File: config.mk
export PLATFORM = sky130hd
export DESIGN_NAME = clause_bin_loader_flat
export DESIGN_NICKNAME = d
export VERILOG_FILES = /design/src/rtl/clause_bin_loader_if.sv /design/src/rtl/clause_bin_loader.sv /design/src/flat_wrapper.sv
export SDC_FILE = /design/constraint.sdc
export NUM_CORES = 1
export LEC_CHECK = 0
export CORE_MARGIN = 2
export CORE_UTILIZATION = 37
export DETAILED_ROUTE_END_ITERATION = 16
export PLACE_DENSITY = 0.77
export SLEW_MARGIN = 20
export SYNTH_ARGS = -nofsm -noshare
export SYNTH_HDL_FRONTEND = slang
export SYNTH_SLANG_ARGS = --single-unit
File: constraint.sdc
create_clock -name clk -period 1.38 [get_ports clk]
set_input_delay 0.276 -clock clk [delete_from_list [all_inputs] [get_ports clk]]
set_output_delay 0.276 -clock clk [all_outputs]
set_load 0.02 [all_outputs]
File: src/rtl/clause_bin_loader_if.sv
// Clause-mover bus between bin_manager, the clause-bin RAM and the sat
// engine core's clause array. The loader drives the master side. Whatever
// sits around it (bin_manager, RAM, core) uses the slave side.
interface clause_bin_loader_if #(
   parameter int NUM_CLAUSES_A_BIN  = 8,
   parameter int WIDTH_BIN_ID       = 10,
   parameter int WIDTH_CLAUSES      = 16,
   parameter int ADDR_WIDTH_CLAUSES = 9
) ();

   // bin_manager command side
   logic                          start_load_i;
   logic                          start_update_i;
   logic [WIDTH_BIN_ID-1:0]       bin_num_i;
   logic                          busy_o;
   logic                          done_o;

   // clause-bin RAM side
   logic [ADDR_WIDTH_CLAUSES-1:0] ram_addr_c_o;
   logic                          ram_we_c_o;
   logic [WIDTH_CLAUSES-1:0]      ram_din_c_o;
   logic [WIDTH_CLAUSES-1:0]      ram_dout_c_i;

   // core clause-array side
   logic [NUM_CLAUSES_A_BIN-1:0]  wr_carray_o;
   logic [NUM_CLAUSES_A_BIN-1:0]  rd_carray_o;
   logic [WIDTH_CLAUSES-1:0]      clause_o;
   logic [WIDTH_CLAUSES-1:0]      clause_i;

   modport master (
      input  start_load_i,
      input  start_update_i,
      input  bin_num_i,
      output busy_o,
      output done_o,
      output ram_addr_c_o,
      output ram_we_c_o,
      output ram_din_c_o,
      input  ram_dout_c_i,
      output wr_carray_o,
      output rd_carray_o,
      output clause_o,
      input  clause_i
   );

   modport slave (
      output start_load_i,
      output start_update_i,
      output bin_num_i,
      input  busy_o,
      input  done_o,
      input  ram_addr_c_o,
      input  ram_we_c_o,
      input  ram_din_c_o,
      output ram_dout_c_i,
      input  wr_carray_o,
      input  rd_carray_o,
      input  clause_o,
      output clause_i
   );

endinterface

File: src/rtl/clause_bin_loader.sv
// clause_bin_loader: moves one bin of clauses between the clause-bin RAM and
// the sat engine core's clause array.
//
// LOAD issues one RAM read per cycle. Each returned row is written into the
// core one cycle later, using a registered one-hot strobe. A drain cycle then
// collects the final RAM read.
//
// UPDATE selects one core row per cycle and writes it straight back to the
// matching RAM slot. The core answers combinationally on rd_carray_o.
module clause_bin_loader #(
   parameter int NUM_CLAUSES_A_BIN  = 8,
   parameter int NUM_VARS_A_BIN     = 8,
   parameter int WIDTH_BIN_ID       = 10,
   parameter int WIDTH_CLAUSES      = 16,
   parameter int ADDR_WIDTH_CLAUSES = 9
) (
   input  logic                   clk,
   input  logic                   rst,
   clause_bin_loader_if.master    bus
);

   // Row index width. The "last row" condition is kept as a separate
   // registered flag, so the counter never has to wrap.
   localparam int RW = (NUM_CLAUSES_A_BIN > 1) ? $clog2(NUM_CLAUSES_A_BIN) : 1;
   // Product width is wide enough that bin*N never overflows before truncation.
   localparam int PW = WIDTH_BIN_ID + 32;
   localparam logic [RW-1:0] LAST_ROW = RW'(NUM_CLAUSES_A_BIN - 1);

   typedef enum logic [2:0] {
      S_IDLE,
      S_LOAD,
      S_LOAD_DRAIN,
      S_UPDATE,
      S_DONE
   } state_t;

   state_t                         state_q;
   logic [WIDTH_BIN_ID-1:0]        bin_q;
   logic [RW-1:0]                  row_cnt_q;
   logic                           row_last_q;
   logic                           busy_q;
   logic                           done_q;
   logic [ADDR_WIDTH_CLAUSES-1:0]  addr_q;
   logic                           we_q;
   logic [NUM_CLAUSES_A_BIN-1:0]   wr_carray_q;
   logic [NUM_CLAUSES_A_BIN-1:0]   rd_carray_q;

   // RAM slot of a row: bin*N + row, wrapped to the RAM address space.
   function automatic logic [ADDR_WIDTH_CLAUSES-1:0] row_addr(
      input logic [WIDTH_BIN_ID-1:0] bin,
      input logic [RW-1:0]           row
   );
      logic [PW-1:0] full;
      full = PW'(bin) * PW'(NUM_CLAUSES_A_BIN) + PW'(row);
      return full[ADDR_WIDTH_CLAUSES-1:0];
   endfunction

   // One-hot core row select for a row index.
   function automatic logic [NUM_CLAUSES_A_BIN-1:0] row_onehot(input logic [RW-1:0] row);
      logic [NUM_CLAUSES_A_BIN-1:0] oh;
      oh      = '0;
      oh[row] = 1'b1;
      return oh;
   endfunction

   // Sequencer FSM. Every control and address output is a register.
   always_ff @(posedge clk or negedge rst) begin
      if (!rst) begin
         state_q     <= S_IDLE;
         bin_q       <= '0;
         row_cnt_q   <= '0;
         row_last_q  <= 1'b0;
         busy_q      <= 1'b0;
         done_q      <= 1'b0;
         addr_q      <= '0;
         we_q        <= 1'b0;
         wr_carray_q <= '0;
         rd_carray_q <= '0;
      end else begin
         done_q <= 1'b0;
         case (state_q)
            S_IDLE: begin
               // LOAD takes priority, so a simultaneous update request is dropped.
               if (bus.start_load_i) begin
                  state_q    <= S_LOAD;
                  bin_q      <= bus.bin_num_i;
                  row_cnt_q  <= '0;
                  row_last_q <= (NUM_CLAUSES_A_BIN == 1);
                  busy_q     <= 1'b1;
                  addr_q     <= row_addr(bus.bin_num_i, '0);
               end else if (bus.start_update_i) begin
                  state_q     <= S_UPDATE;
                  bin_q       <= bus.bin_num_i;
                  row_cnt_q   <= '0;
                  row_last_q  <= (NUM_CLAUSES_A_BIN == 1);
                  busy_q      <= 1'b1;
                  addr_q      <= row_addr(bus.bin_num_i, '0);
                  we_q        <= 1'b1;
                  rd_carray_q <= row_onehot('0);
               end
            end

            S_LOAD: begin
               // The row addressed now returns from RAM next cycle, together with its strobe.
               wr_carray_q <= row_onehot(row_cnt_q);
               if (row_last_q) begin
                  state_q    <= S_LOAD_DRAIN;
                  row_last_q <= 1'b0;
                  addr_q     <= '0;
               end else begin
                  row_cnt_q  <= row_cnt_q + RW'(1);
                  row_last_q <= ((row_cnt_q + RW'(1)) == LAST_ROW);
                  addr_q     <= row_addr(bin_q, row_cnt_q + RW'(1));
               end
            end

            S_LOAD_DRAIN: begin
               wr_carray_q <= '0;
               state_q     <= S_DONE;
               done_q      <= 1'b1;
            end

            S_UPDATE: begin
               if (row_last_q) begin
                  state_q     <= S_DONE;
                  done_q      <= 1'b1;
                  row_last_q  <= 1'b0;
                  we_q        <= 1'b0;
                  rd_carray_q <= '0;
                  addr_q      <= '0;
               end else begin
                  row_cnt_q   <= row_cnt_q + RW'(1);
                  row_last_q  <= ((row_cnt_q + RW'(1)) == LAST_ROW);
                  addr_q      <= row_addr(bin_q, row_cnt_q + RW'(1));
                  rd_carray_q <= row_onehot(row_cnt_q + RW'(1));
               end
            end

            S_DONE: begin
               state_q   <= S_IDLE;
               busy_q    <= 1'b0;
               row_cnt_q <= '0;
            end

            default: begin
               state_q     <= S_IDLE;
               busy_q      <= 1'b0;
               we_q        <= 1'b0;
               wr_carray_q <= '0;
               rd_carray_q <= '0;
               addr_q      <= '0;
            end
         endcase
      end
   end

   // Data passes through combinationally. It is gated to 0 whenever its strobe is idle.
   assign bus.clause_o     = (|wr_carray_q) ? bus.ram_dout_c_i : '0;
   assign bus.ram_din_c_o  = we_q ? bus.clause_i : '0;

   assign bus.busy_o       = busy_q;
   assign bus.done_o       = done_q;
   assign bus.ram_addr_c_o = addr_q;
   assign bus.ram_we_c_o   = we_q;
   assign bus.wr_carray_o  = wr_carray_q;
   assign bus.rd_carray_o  = rd_carray_q;

endmodule

File: src/flat_wrapper.sv
// flat-port wrapper written by rule: the top's interface ports become plain ports
module clause_bin_loader_flat 
#(
   parameter int NUM_CLAUSES_A_BIN  = 8,
   parameter int NUM_VARS_A_BIN     = 8,
   parameter int WIDTH_BIN_ID       = 10,
   parameter int WIDTH_CLAUSES      = 16,
   parameter int ADDR_WIDTH_CLAUSES = 9
)
  (clk, rst, bus_start_load_i, bus_start_update_i, bus_bin_num_i, bus_busy_o, bus_done_o, bus_ram_addr_c_o, bus_ram_we_c_o, bus_ram_din_c_o, bus_ram_dout_c_i, bus_wr_carray_o, bus_rd_carray_o, bus_clause_o, bus_clause_i);
  clause_bin_loader_if #(.NUM_CLAUSES_A_BIN(NUM_CLAUSES_A_BIN), .WIDTH_BIN_ID(WIDTH_BIN_ID), .WIDTH_CLAUSES(WIDTH_CLAUSES), .ADDR_WIDTH_CLAUSES(ADDR_WIDTH_CLAUSES)) bus_i ();
  input  logic clk;
  input  logic rst;
  input wire logic [$bits(bus_i.start_load_i)-1:0] bus_start_load_i;
  input wire logic [$bits(bus_i.start_update_i)-1:0] bus_start_update_i;
  input wire logic [$bits(bus_i.bin_num_i)-1:0] bus_bin_num_i;
  output wire logic [$bits(bus_i.busy_o)-1:0] bus_busy_o;
  output wire logic [$bits(bus_i.done_o)-1:0] bus_done_o;
  output wire logic [$bits(bus_i.ram_addr_c_o)-1:0] bus_ram_addr_c_o;
  output wire logic [$bits(bus_i.ram_we_c_o)-1:0] bus_ram_we_c_o;
  output wire logic [$bits(bus_i.ram_din_c_o)-1:0] bus_ram_din_c_o;
  input wire logic [$bits(bus_i.ram_dout_c_i)-1:0] bus_ram_dout_c_i;
  output wire logic [$bits(bus_i.wr_carray_o)-1:0] bus_wr_carray_o;
  output wire logic [$bits(bus_i.rd_carray_o)-1:0] bus_rd_carray_o;
  output wire logic [$bits(bus_i.clause_o)-1:0] bus_clause_o;
  input wire logic [$bits(bus_i.clause_i)-1:0] bus_clause_i;
  assign bus_i.start_load_i = bus_start_load_i;
  assign bus_i.start_update_i = bus_start_update_i;
  assign bus_i.bin_num_i = bus_bin_num_i;
  assign bus_busy_o = bus_i.busy_o;
  assign bus_done_o = bus_i.done_o;
  assign bus_ram_addr_c_o = bus_i.ram_addr_c_o;
  assign bus_ram_we_c_o = bus_i.ram_we_c_o;
  assign bus_ram_din_c_o = bus_i.ram_din_c_o;
  assign bus_i.ram_dout_c_i = bus_ram_dout_c_i;
  assign bus_wr_carray_o = bus_i.wr_carray_o;
  assign bus_rd_carray_o = bus_i.rd_carray_o;
  assign bus_clause_o = bus_i.clause_o;
  assign bus_i.clause_i = bus_clause_i;
  clause_bin_loader #(.NUM_CLAUSES_A_BIN(NUM_CLAUSES_A_BIN), .NUM_VARS_A_BIN(NUM_VARS_A_BIN), .WIDTH_BIN_ID(WIDTH_BIN_ID), .WIDTH_CLAUSES(WIDTH_CLAUSES), .ADDR_WIDTH_CLAUSES(ADDR_WIDTH_CLAUSES)) u_core (.clk(clk), .rst(rst), .bus(bus_i));
endmodule
==> key figures <==
Route
  – Routed Antenna Nets: 0
  – Final Routed Wirelength: 6800 um
  – Total iterations of the first detailed-routing run: 4
  – Routed length per instance: 16.3 um
  – Initial DRC Count: 65
  – DRC Markers: 0
  – Via density: 5.07
  – Vias after detailed routing: 2109

STA
  – Min Hold Slack: 0.469 ns
  – Clk_skew: 0.00806 ns
  – Final-report hold violation count: 0
  – RSZ-0062 raised after global routing: true
  – Fin worst setup slack: -0.471 ns
  – Min cycle time layout: 1.85 ns
  – Max Slew Vio Count: 0
  – Setup violators final: 51
  – Final period utilization: 134%
  – Peak Freq: 540 MHz
  – Worst rel slew slack: 80.4%
  – Worst-margin pin slew: 0.293 ns

Floorplan
  – Placeable Area: 0.00557 sq mm
  – # rows: 27
  – Die outline width: 80.3 um
  – Initial Util: 38.6%
  – Die height: 80.3 um
  – I/O Pins: 106
  – Die ar.: 0.00645 sq mm

Synth
  – Synth Net Count: 231
  – Primary FF master, synth: dfrtp_1
  – Async set-reset flop share out of synthesis: 100%
  – Synth warnings: 0
  – Syn Std Cell Area: 0.00215 sq mm
  – FF+latch count, synth: 41
  – Sequential area share after synthesis: 47.6%
  – EDFF count, synth: 0
  – Yosys cell types: 47
  – Post-Synthesis Cells: 183
  – Syn Area/Cell: 11.8 sq um

Layout
  – Area grow syn2layout: 91.3%
  – Layout cell share with drive strength beyond 1: 56.7%
  – Final net count: 391
  – Diode count: 0
  – Fin area: 0.00412 sq mm
  – Core Util, Final: 73.9%
  – Fillers: 418
  – Commonest non-fill, non-tap cell in the layout: buf_6
  – Highest-count cells in the layout ignoring fill and taps: 58 x buf_6, 39 x buf_4, 38 x clkdlybuf4s50_1, 33 x and2_4, 33 x dfrtp_1

Critical path
  – Setup crit end kind: output pin
  – Cells along the critical path: nor4_2 > nand2_1 > buf_6 > and2_4 > buf_6
  – Reg2reg path depth: 4
  – Critical path required time: 1.10 ns
  – Most Frequent Cell on Critical Path: buf_6
  – Worst path max stage delay: 0.42 ns
  – CP Buf/Inv Count: 2
  – Critical R2R Launch: u_core.state_q[2]
  – Worst EP arrival: 1.58 ns
  – Largest delay share family, worst path: simple AND/OR/NAND/NOR gates
  – Crit start category: flop
  – Worst-path maximum fanout: 8
  – R2R Setup Slk: -0.07 ns
  – Endpoint of the worst register-to-register path: u_core.bus.ram_addr_c_o[7]
  – Crit Path Class: flop to output pin
  – Slowest cell on crit path: dfrtp_2

Placement
  – Placed cell area: 0.00354 sq mm
  – Gpl congestion: 0.761
  – IO Port Bufs: 101
  – Final HPWL DP: 4280 um
  – Pre-CTS setup slack: -0.542 ns

Worst hold path
  – Hold WC Path Type: input pin to asynchronous set/reset pin

Status
  – Violated checks: setup timing
  – Status: complete, but fails checks

Clock tree
  – Clk buf depth: 2
  – CTS Sinks: 41
  – Root Buffer Master: clkbuf_8
  – Clock transition at path regs: 0.08 ns
  – CTS buffer count: 5
  – CTS tree: built
  – H-tree Lvls: 2
  – Worst-Skew Late Latency: 0.30 ns

GRT
  – Aggregate global-route resource usage: 20.5%
  – First-pass GRT wire length: 10200 um
  – Grt ovf: 0
  – Antenna violations before repair: 0
  – Vias in the first global route: 2128
  – Largest net degree at the start of global routing: 42

Power
  – Peak supply drop: 1380 uV
  – Power Density: 2540 mW/mm^2
  – P_leak: 1.98 nW

Job
  – Max-cap violations: 0
-- per-stage QoR --
stage	TNS, ns	std cells	power, mW
finish	-9.67	416	10.4
global route	-12.80	416	11.0
CTS	-8.83	414	9.96
detailed placement	-20.15	393	7.94
global placement	-19.47	393	7.80
floorplan	-2.17	183	5.26
-- sequential cells by signal, indices dropped and copies added, names as in the netlist --
name / flops
u_core.bus.ram_we_c_o: 1
u_core.bus.rd_carray_o: 8
u_core.bus.busy_o: 1
u_core.bus.ram_addr_c_o: 9
u_core.row_cnt_q: 3
u_core.row_last_q: 1
u_core.state_q: 3
u_core.bus.wr_carray_o: 8
u_core.bus.done_o: 1
u_core.bin_q: 6
-- worst max-delay path by stage --
stage | start | endpoint | slack, ns | depth (start not counted)
finish | u_core.bus.wr_carray_o[0] | bus_clause_o[7] | -0.47 | 5
detailed placement | u_core.bus.wr_carray_o[5] | bus_clause_o[10] | -0.54 | 5
global route | u_core.bus.wr_carray_o[0] | bus_clause_o[7] | -0.54 | 5
global placement | u_core.bus.wr_carray_o[1] | bus_clause_o[10] | -0.52 | 5
floorplan | u_core.state_q[0] | u_core.bin_q[0] | -0.13 | 5
CTS | u_core.bus.wr_carray_o[6] | bus_clause_o[3] | -0.43 | 5
-- worst min-delay path, cell delays in order --
cell and delay [ns]:
dlygate4sd3_1 0.52, buf_2 0.12, buf_12 0.22
-- routing by layer --
layer	track usage, %	part of all wire [%]	vias to the layer above
met2	38.3	53	74
met3	4.38	5.9	10
li1	-	-	989
met5	0	0	-
met1	22.8	40	1036
met4	6.78	1.3	0
-- synthesized netlist by cell type (2+ instances only) --
cell type   n  share of area (%)
dfrtp_1    41                 48
a21oi_1     2               0.46
mux2_2      5                2.6
clkbuf_1    4               0.70
inv_1       3               0.52
o2bb2ai_1   2               0.81
and2_1     32                9.3
nor3_1      3               0.70
nand2_1     2               0.35
a22oi_1     2               0.70
nor4_1      2               0.58
nor4b_2     2                1.4
a32o_1      5                2.3
ha_1        2                1.2
mux2_4      6                4.2
buf_2       3               0.70
nor3b_1     3                1.0
nor2_1      8                1.4
xor2_1      2               0.81
a22o_1     17                6.9
o311ai_0    3                1.2
o21ai_0     4               0.93
buf_6       3                1.6
nor2b_1     4                1.2
-- where the power goes --
part	switching, mW	leakage, nW	internal [mW]
Clock	0.429	0.0585	0.590
Sequential	0.396	0.511	1.72
Combinational	3.30	1.41	4.02
Total	4.12	1.98	6.33
-- kinds of logic after synthesis --
logic type	Yosys count	share of synthesized area (%)
adder cells (fa/ha/maj)	3	1.63
XOR/XNOR	3	1.22
multiplexers	11	6.80
AND/OR/NAND/NOR	66	20.4
buffers and inverters	15	4.76
AO/OA/AOI/OAI	44	17.5
flip-flops	41	47.6
-- what timing repair did --
| action | in CTS | in global routing |
|---|---|---|
| hold buffers | 1 | 0 |
| setup endpoints to repair | 94 | 75 |
| gates cloned | 2 | 0 |
| resized for setup | 313 | 51 |
| endpoints found under the hold margin | 41 | 0 |
| pin swaps | 20 | 23 |
| setup buffers | 10 | 7 |
-- area by class of cell --
type / instances / area, sq um / area share (%)
Timing Repair Buffer: 165 / 1580 / 38.2
Clock buffer: 7 / 86.3 / 2.10
Multi-Input combinational cell: 127 / 1290 / 31.3
Clock inverter: 1 / 30.0 / 0.729
Tap cell: 72 / 90.1 / 2.19
Inverter: 3 / 11.3 / 0.273
Sequential cell: 41 / 1040 / 25.2
No activity file was read; power rests on OpenSTA's default activity.
